$ cat src/rtl/alu_arbiter_sequencer.sv
// rtl/alu_arbiter_sequencer.sv - two-requester round-robin sequencer for a shared combinational ALU
//
// Ports:
//   clk, reset                     clock; asynchronous active-high reset
//   reqN_valid/ready/op/a/b        requester N operation handshake (N = 0, 1)
//   alu_a, alu_b, alu_control      registered operands and ALUControl driven to the shared ALU
//   alu_result, alu_zero,
//   alu_carry, alu_overflow        shared ALU outputs, sampled during EXEC
//   rsp_valid/ready                response handshake
//   rsp_result, rsp_flags          result and {overflow, carry, zero}
//   rsp_id, rsp_err                granted requester; illegal-op marker
//   op_count                       saturating count of completed responses

module alu_arbiter_sequencer #(
    parameter int OPCOUNT_W = 16
) (
    input  logic                 clk,
    input  logic                 reset,
    input  logic                 req0_valid,
    output logic                 req0_ready,
    input  logic [2:0]           req0_op,
    input  logic [31:0]          req0_a,
    input  logic [31:0]          req0_b,
    input  logic                 req1_valid,
    output logic                 req1_ready,
    input  logic [2:0]           req1_op,
    input  logic [31:0]          req1_a,
    input  logic [31:0]          req1_b,
    output logic [31:0]          alu_a,
    output logic [31:0]          alu_b,
    output logic [2:0]           alu_control,
    input  logic [31:0]          alu_result,
    input  logic                 alu_zero,
    input  logic                 alu_carry,
    input  logic                 alu_overflow,
    output logic                 rsp_valid,
    input  logic                 rsp_ready,
    output logic [31:0]          rsp_result,
    output logic [2:0]           rsp_flags,
    output logic                 rsp_id,
    output logic                 rsp_err,
    output logic [OPCOUNT_W-1:0] op_count
);

    typedef enum logic [1:0] {
        IDLE = 2'd0,
        EXEC = 2'd1,
        RESP = 2'd2
    } state_t;

    localparam logic [2:0] OP_ADD = 3'b000;
    localparam logic [2:0] OP_SUB = 3'b001;
    localparam logic [2:0] OP_AND = 3'b010;
    localparam logic [2:0] OP_OR  = 3'b011;
    localparam logic [2:0] OP_SLT = 3'b101;

    state_t                 state_q, state_d;
    logic                   last_grant_q, last_grant_d;
    logic [31:0]            alu_a_q, alu_a_d;
    logic [31:0]            alu_b_q, alu_b_d;
    logic [2:0]             alu_control_q, alu_control_d;
    logic [31:0]            rsp_result_q, rsp_result_d;
    logic [2:0]             rsp_flags_q, rsp_flags_d;
    logic                   rsp_id_q, rsp_id_d;
    logic                   rsp_err_q, rsp_err_d;
    logic [OPCOUNT_W-1:0]   op_count_q, op_count_d;

    logic                   any_valid;
    logic                   winner;
    logic                   grant;
    logic [2:0]             sel_op;
    logic [31:0]            sel_a;
    logic [31:0]            sel_b;
    logic                   sel_legal;

    // Arbitration: a lone requester wins; on contention the one that was not
    // granted last time wins. last_grant resets to 1 so requester 0 wins first.
    always_comb begin
        any_valid = req0_valid | req1_valid;
        winner    = (req0_valid && req1_valid) ? ~last_grant_q : req1_valid;
        grant     = (state_q == IDLE) && any_valid;
        sel_op    = winner ? req1_op : req0_op;
        sel_a     = winner ? req1_a  : req0_a;
        sel_b     = winner ? req1_b  : req0_b;
        sel_legal = (sel_op == OP_ADD) || (sel_op == OP_SUB) || (sel_op == OP_AND) ||
                    (sel_op == OP_OR)  || (sel_op == OP_SLT);
    end

    assign req0_ready = grant && !winner;
    assign req1_ready = grant && winner;

    always_comb begin
        state_d       = state_q;
        last_grant_d  = last_grant_q;
        alu_a_d       = alu_a_q;
        alu_b_d       = alu_b_q;
        alu_control_d = alu_control_q;
        rsp_result_d  = rsp_result_q;
        rsp_flags_d   = rsp_flags_q;
        rsp_id_d      = rsp_id_q;
        rsp_err_d     = rsp_err_q;
        op_count_d    = op_count_q;

        case (state_q)
            IDLE: begin
                if (grant) begin
                    last_grant_d = winner;
                    rsp_id_d     = winner;
                    if (sel_legal) begin
                        alu_a_d       = sel_a;
                        alu_b_d       = sel_b;
                        alu_control_d = sel_op;
                        rsp_err_d     = 1'b0;
                        state_d       = EXEC;
                    end else begin
                        // Illegal ops never reach the ALU; the ALU inputs keep
                        // their last legal values and the response is immediate.
                        rsp_err_d    = 1'b1;
                        rsp_result_d = 32'd0;
                        rsp_flags_d  = 3'b000;
                        state_d      = RESP;
                    end
                end
            end
            EXEC: begin
                rsp_result_d = alu_result;
                rsp_flags_d  = {alu_overflow, alu_carry, alu_zero};
                rsp_err_d    = 1'b0;
                state_d      = RESP;
            end
            RESP: begin
                if (rsp_ready) begin
                    state_d = IDLE;
                    if (!(&op_count_q)) begin
                        op_count_d = op_count_q + OPCOUNT_W'(1);
                    end
                end
            end
            default: begin
                state_d = IDLE;
            end
        endcase
    end

    always_ff @(posedge clk or posedge reset) begin
        if (reset) begin
            state_q       <= IDLE;
            last_grant_q  <= 1'b1;
            alu_a_q       <= 32'd0;
            alu_b_q       <= 32'd0;
            alu_control_q <= 3'b000;
            rsp_result_q  <= 32'd0;
            rsp_flags_q   <= 3'b000;
            rsp_id_q      <= 1'b0;
            rsp_err_q     <= 1'b0;
            op_count_q    <= '0;
        end else begin
            state_q       <= state_d;
            last_grant_q  <= last_grant_d;
            alu_a_q       <= alu_a_d;
            alu_b_q       <= alu_b_d;
            alu_control_q <= alu_control_d;
            rsp_result_q  <= rsp_result_d;
            rsp_flags_q   <= rsp_flags_d;
            rsp_id_q      <= rsp_id_d;
            rsp_err_q     <= rsp_err_d;
            op_count_q    <= op_count_d;
        end
    end

    assign alu_a       = alu_a_q;
    assign alu_b       = alu_b_q;
    assign alu_control = alu_control_q;
    assign rsp_valid   = (state_q == RESP);
    assign rsp_result  = rsp_result_q;
    assign rsp_flags   = rsp_flags_q;
    assign rsp_id      = rsp_id_q;
    assign rsp_err     = rsp_err_q;
    assign op_count    = op_count_q;

endmodule

$ cat config.mk
export PLATFORM = sky130hd
export DESIGN_NAME = alu_arbiter_sequencer
export DESIGN_NICKNAME = d
export VERILOG_FILES = /design/src/rtl/alu_arbiter_sequencer.sv
export SDC_FILE = /design/constraint.sdc
export NUM_CORES = 1
export LEC_CHECK = 0
export ABC_AREA = 1
export BUFFER_PORTS_ARGS = -buffer_cell sky130_fd_sc_hd__buf_2
export CAP_MARGIN = 20
export CORE_MARGIN = 1
export CORE_UTILIZATION = 48
export CTS_BUF_LIST = sky130_fd_sc_hd__clkbuf_2
export DETAILED_ROUTE_END_ITERATION = 8
export PLACE_DENSITY_LB_ADDON = 0.15
export SLEW_MARGIN = 20
export SYNTH_ARGS = -nofsm -noshare
export SYNTH_HDL_FRONTEND = slang
export SYNTH_SLANG_ARGS = --single-unit
$ cat constraint.sdc
create_clock -name clk -period 4.6 [get_ports clk]
set_input_delay 0.69 -clock clk [delete_from_list [all_inputs] [get_ports clk]]
set_output_delay 0.69 -clock clk [all_outputs]
set_load 0.02 [all_outputs]
==> results of run 1 <==
==> power breakdown <==
| group | internal [mW] | leakage, nW | switching (mW) |
|---|---|---|---|
| Sequential | 1.50 | 1.58 | 0.241 |
| Clock | 0.356 | 0.159 | 0.401 |
| Combinational | 0.661 | 3.11 | 1.49 |
| Total | 2.51 | 4.85 | 2.13 |
==> metrics by stage <==
step	total power, mW	cells
global placement	3.90	1262
CTS	4.69	1294
floorplan	3.19	836
global route	4.98	1295
finish	4.65	1296
detailed placement	3.93	1262
==> Yosys cell counts (all sizes together) <==
cell      n  area share (%)
or2       1            0.10
nand4     4            0.41
xnor2     4            0.58
dfrtp   122              50
o211ai    1            0.12
buf      40             3.7
nand2   490              30
xor2      3            0.43
o21ai     4            0.39
inv      22             1.4
clkbuf    6            0.37
nand3   110             9.2
nor2     24             1.7
o22ai     1            0.10
ha        1            0.21
dfstp     1            0.43
nand3b    2            0.25
==> critical path: cells and delay by family (launching register included) <==
kind / cells / cell delay [ns]
simple gates: 3 / 0.74
flops: 1 / 0.58
buf+inv: 3 / 0.61
==> layout make-up <==
type | count | area, sq um | area share [%]
repair buffers | 304 | 1540 | 19.6
clock inverters | 13 | 175 | 2.23
diodes | 2 | 5.00 | 0.0637
flip-flops and latches | 123 | 3080 | 39.2
multi-input cells | 645 | 2670 | 34.0
clock buffers | 19 | 95.1 | 1.21
well taps | 168 | 210 | 2.67
inverters | 22 | 85.1 | 1.08
==> state kept, by name, indices dropped and copies added, names as in the netlist, 2 cells and up <==
name         cells
alu_a           32
alu_b           32
rsp_result      32
op_count        16
alu_control      3
rsp_flags        3
state_q          2
==> layout by cell type, fill, tap and decap left out, types with 3 or more instances in the layout <==
cell type,synthesis,final
nand2_2,3,3
buf_4,4,8
dfrtp_1,122,122
o21ai_0,3,3
nor2_2,3,3
nand3_1,108,108
buf_2,28,296
nand4_1,4,4
inv_1,20,19
xnor2_1,4,4
nor2_1,20,20
xor2_1,3,3
nand2_1,487,487
clkbuf_2,0,19
bufinv_16,0,4
clkinv_2,0,3
==> final timing paths <==
check,to,slack [ns]
setup / recovery,req0_ready,1.34
hold / removal,rsp_result[14]$_DFFE_PP0P_,0.20
setup reg to reg,alu_a[8]$_DFFE_PP0P_,1.89
hold reg to reg,last_grant_q$_DFFE_PP1P_,0.49
max in group asynchronous,op_count[10]$_DFFE_PP0P_,3.47
min in group clk,rsp_result[15]$_DFFE_PP0P_,0.23
==> routing by layer <==
layer  up-vias  global-route usage (%)  share of wire, %  wire, um
met5         -                       0                 0         0
met4         0                    12.6               3.1       546
met3        40                    7.52               6.5      1130
met2       219                    46.1                50      8600
met1      2767                    32.3                41      7080
li1       3152                       -                 -         -
==> kinds of logic after synthesis <==
logic type | after synthesis
compound gates | 6
xor+xnor | 7
fa+ha+maj | 1
simple gates | 631
buf+inv | 68
flops | 123
==> reports/results.ini, run 1 <==
[synth]
synthCells = 836
syn-num-nets = 1011
synth.ff_latch_count = 123
cell_area_synth_sq_um = 6080
dominant_combinational_cell_family_by_area_after_synthesis = simple AND/OR/NAND/NOR gates
synthesis.area_per_instance_sq_um = 7.27
seq_area_frac_synth_pct = 50.7
post_synth_mux_area_share_pct = 0
simple_logic_cell_fraction_of_the_synthesized_area_pct = 42.1
synth-compound-area-share_pct = 0.618
synthDistinctLibCells = 26
synth_adder_area_share_pct = 0.206
post_synth_xor_area_fraction_pct = 1.01
synth-warning-count = 0

[sta]
worst-slew-pin-transition_ns = 0.891
clock-skew-final_ns = 0.0299
final.hold.worst_slack_ns = 0.203
finalHoldViolCount = 0
timing.final.setup_violations = 0
max_clock_freq_mhz = 307
max_slew_vio_count = 0
final_worst_path_period_share_pct = 70.8
post-route-worst-setup-slack_ns = 1.34
final.setup.tns_ns = 0
rsz0062_at_grt = no
layout_min_cycle_time_ns = 3.26
timing.max_slew.rel_slack_pct = 40.6

[clocking]
cts_tree = built
post_cts_resized = 0
cts_buffers = 17
cts.sinks = 123
worst_setup_hold_path_clk_slew_ns = 0.19
ctsHtreeMaxLevel = 4
clock_insertion_delay_worst_skew_ns = 0.65
clock_tree.buffer_depth = 2
ctsHoldBuffers = 0
cts_setup_buffers = 0
clock-root-buffer = clkbuf_2

[outcome]
run_status = completed

[critical_path]
cp-startpoint = last_grant_q$_DFFE_PP1P_
critical_path.cell_chain = nand2_1, nand2_2, inv_2, buf_4, nor2_1, buf_2
cp_slowest_stage_delay_ns = 0.58
startpoint_type = flip-flop
critical_path_required_ns = 3.91
timing.critical_path.to_type = output port
crit_arrival_ns = 2.57
crit_slowest_cell = dfstp_2
ff2ff_path_depth = 9
crit-reg2reg-launch = last_grant_q$_DFFE_PP1P_
timing.critical_path.fanout_max = 65
setup.worst_path.class = flip-flop to output port

[floorplan]
die_x_um = 115
io_pins = 297
placeableCoreArea_sq_um = 12200
initial_utilization_pct = 50.0
die_y_um = 115
total_die_area_sq_um = 13100
fp-row-count = 40

[global_route]
grt_start_max_net_pins = 74
antenna_found_initial = 2
grt_first_pass_wirelength_um = 27800
grt_pass1_vias = 5914
global_route.usage.total_pct = 27.3
globalRoute.totalOverflow = 0

[drt]
post_drt_wl_per_cell_um = 13.4
routed_wl_um = 17400
first_pass_iters = 5
detail_route.vias_per_cell = 4.77
routed-via-count = 6178
route.antenna.remaining_nets = 0
drc_errors = 0
drt_iter0_markers = 334

[final_layout]
post_route_cells_drive_above_1_share_pct = 30.9
layout.core_utilization_pct = 64.6
final_net_count = 1288
design_area_sq_um = 7860
areaGrowthSynthToFinish_pct = 29.4
num-fill-cells = 1217

[run]
drv_cap = 0

[place]
finalWeightedCongestion = 0.867
port_buffers = 296
place_ws_ns = 1.60
dp_hpwl_um = 12400
placedInstanceArea_sq_um = 7590

[power_and_ir_drop]
worst_vdd_ir_mv = 0.269
p_leak_nw = 4.85
power_density_nw_per_um2 = 591

[hold_path]
min_path_type = input port to asynchronous set/reset pin

(Power assumes the default switching activity.)
==> inputs of run 2 (changes only) <==
==> constraint.sdc (replaced) <==
create_clock -name clk -period 3.1 [get_ports clk]
set_input_delay 0.465 -clock clk [delete_from_list [all_inputs] [get_ports clk]]
set_output_delay 0.465 -clock clk [all_outputs]
set_load 0.02 [all_outputs]
==> reports/results.ini, run 2 (synthesized netlist as in run 1, its figures left out) <==
[drt]
detail_route.vias_per_cell = 4.90
post_drt_wl_per_cell_um = 13.8
routed-via-count = 6523
drt_iter0_markers = 615
first_pass_iters = 6
route.antenna.remaining_nets = 0
drc_errors = 0
routed_wl_um = 18300

[run]
drv_cap = 0

[floorplan]
initial_utilization_pct = 50.0
die_y_um = 115
die_x_um = 115
fp-row-count = 40
placeableCoreArea_sq_um = 12200
total_die_area_sq_um = 13100
io_pins = 297

[critical_path]
cp-startpoint = last_grant_q$_DFFE_PP1P_
critical_path_required_ns = 2.63
ff2ff_path_depth = 10
setup.worst_path.class = flip-flop to output port
timing.critical_path.fanout_max = 37
startpoint_type = flip-flop
crit_arrival_ns = 2.08
timing.critical_path.to_type = output port
crit-reg2reg-launch = last_grant_q$_DFFE_PP1P_

[sta]
clock-skew-final_ns = 0.0254
final.hold.worst_slack_ns = 0.127
finalHoldViolCount = 0
final.setup.tns_ns = 0
timing.max_slew.rel_slack_pct = 50.8
final_worst_path_period_share_pct = 82.2
layout_min_cycle_time_ns = 2.55
timing.final.setup_violations = 0
max_clock_freq_mhz = 392
worst-slew-pin-transition_ns = 0.737
max_slew_vio_count = 0
rsz0062_at_grt = no

[final_layout]
fin_cells = 1331
regArea_sq_um = 3080
areaGrowthSynthToFinish_pct = 34.6
post_route_cells_drive_above_1_share_pct = 29.8
mostFrequentLayoutCells = nand2_1 (487), buf_2 (296), dfrtp_1 (122)
num-fill-cells = 1115
design_area_sq_um = 8180
multi_input_comb_area_sq_um = 2670
antennaDiodeCount = 0
final_net_count = 1326
final_common_cell = nand2_1

[power_and_ir_drop]
combinationalPowerShare_pct = 48.2
total_switching_power_mw = 3.17
swShare_pct = 46.8
p_int_mw = 3.59
power_density_nw_per_um2 = 826
worst_vdd_ir_mv = 0.400
seq_power_share_pct = 38.3
clock_network_power_share_pct = 13.5
p_leak_nw = 4.99
total_power_mw = 6.76

[clocking]
ctsHtreeMaxLevel = 4
cts_tree = built
post_cts_resized = 0
clock-root-buffer = clkbuf_2
clock_insertion_delay_worst_skew_ns = 0.64
ctsHoldBuffers = 37
clock_tree.buffer_depth = 2
cts_buffers = 17
cts_setup_buffers = 0
worst_setup_hold_path_clk_slew_ns = 0.17
cts.sinks = 123

[outcome]
run_status = completed

[global_route]
global_route.usage.total_pct = 28.6
globalRoute.totalOverflow = 0
grt_first_pass_wirelength_um = 29000
grt_start_max_net_pins = 75
antenna_found_initial = 0
grt_pass1_vias = 6146

[hold_path]
min_path_type = input port to flip-flop
holdPathStages = 5
timing.hold.worst.start = req1_b[29]

[place]
dp.cells = 1263
finalWeightedCongestion = 0.867
port_buffers = 296
placedInstanceArea_sq_um = 7610
dp_hpwl_um = 12500

==> run 2: critical path, cell delays in order, from the launching register on <==
cell and delay, ns:
dfstp_2 0.57, nand2_1 0.09, nand2_2 0.09, buf_4 0.35, nor2_1 0.13, buf_2 0.19
==> run 2: power groups by stage <==
stage          sequential, mW  combinational [mW]  clock, mW
2_1_floorplan            3.31                1.42          0
5_1_grt                  2.66                3.59       1.02
3_5_place_dp             2.59                3.25          0
3_3_place_gp             2.61                3.19          0
6_report                 2.59                3.26      0.915
4_1_cts                  2.58                3.27      0.949
==> run 2: path summary, 6_finish.rpt <==
path	end	slack, ns
worst min-delay path	alu_b[29]$_DFFE_PP0P_	0.13
min in group asynchronous	rsp_result[26]$_DFFE_PP0P_	0.29
worst min register to register	last_grant_q$_DFFE_PP1P_	0.49
worst max register to register	alu_a[30]$_DFFE_PP0P_	0.65
max in group asynchronous	alu_b[14]$_DFFE_PP0P_	2.04
worst max-delay path	req1_ready	0.55
==> run 2: final cells by class <==
class / count / area share (%)
flip-flops and latches: 123 / 37.6
well taps: 168 / 2.57
clock inverters: 11 / 1.27
clock buffers: 20 / 1.22
repair buffers: 342 / 23.6
inverters: 22 / 1.06
multi-input cells: 645 / 32.6
==> run 2: metrics by stage <==
stage	util [%]	setup slack, ns
2_1_floorplan	-	1.12
3_3_place_gp	62.6	0.673
3_5_place_dp	62.6	0.686
4_1_cts	67.3	0.497
5_1_grt	67.3	0.388
6_report	67.3	0.551
==> run 2: metal layers <==
metal | up-vias | track usage [%] | part of all wire (%)
li1 | 3224 | - | -
met1 | 2973 | 35.5 | 41
met2 | 272 | 46.6 | 49
met3 | 54 | 7.41 | 6.4
met4 | 0 | 13.7 | 3.6
met5 | - | 0 | 0
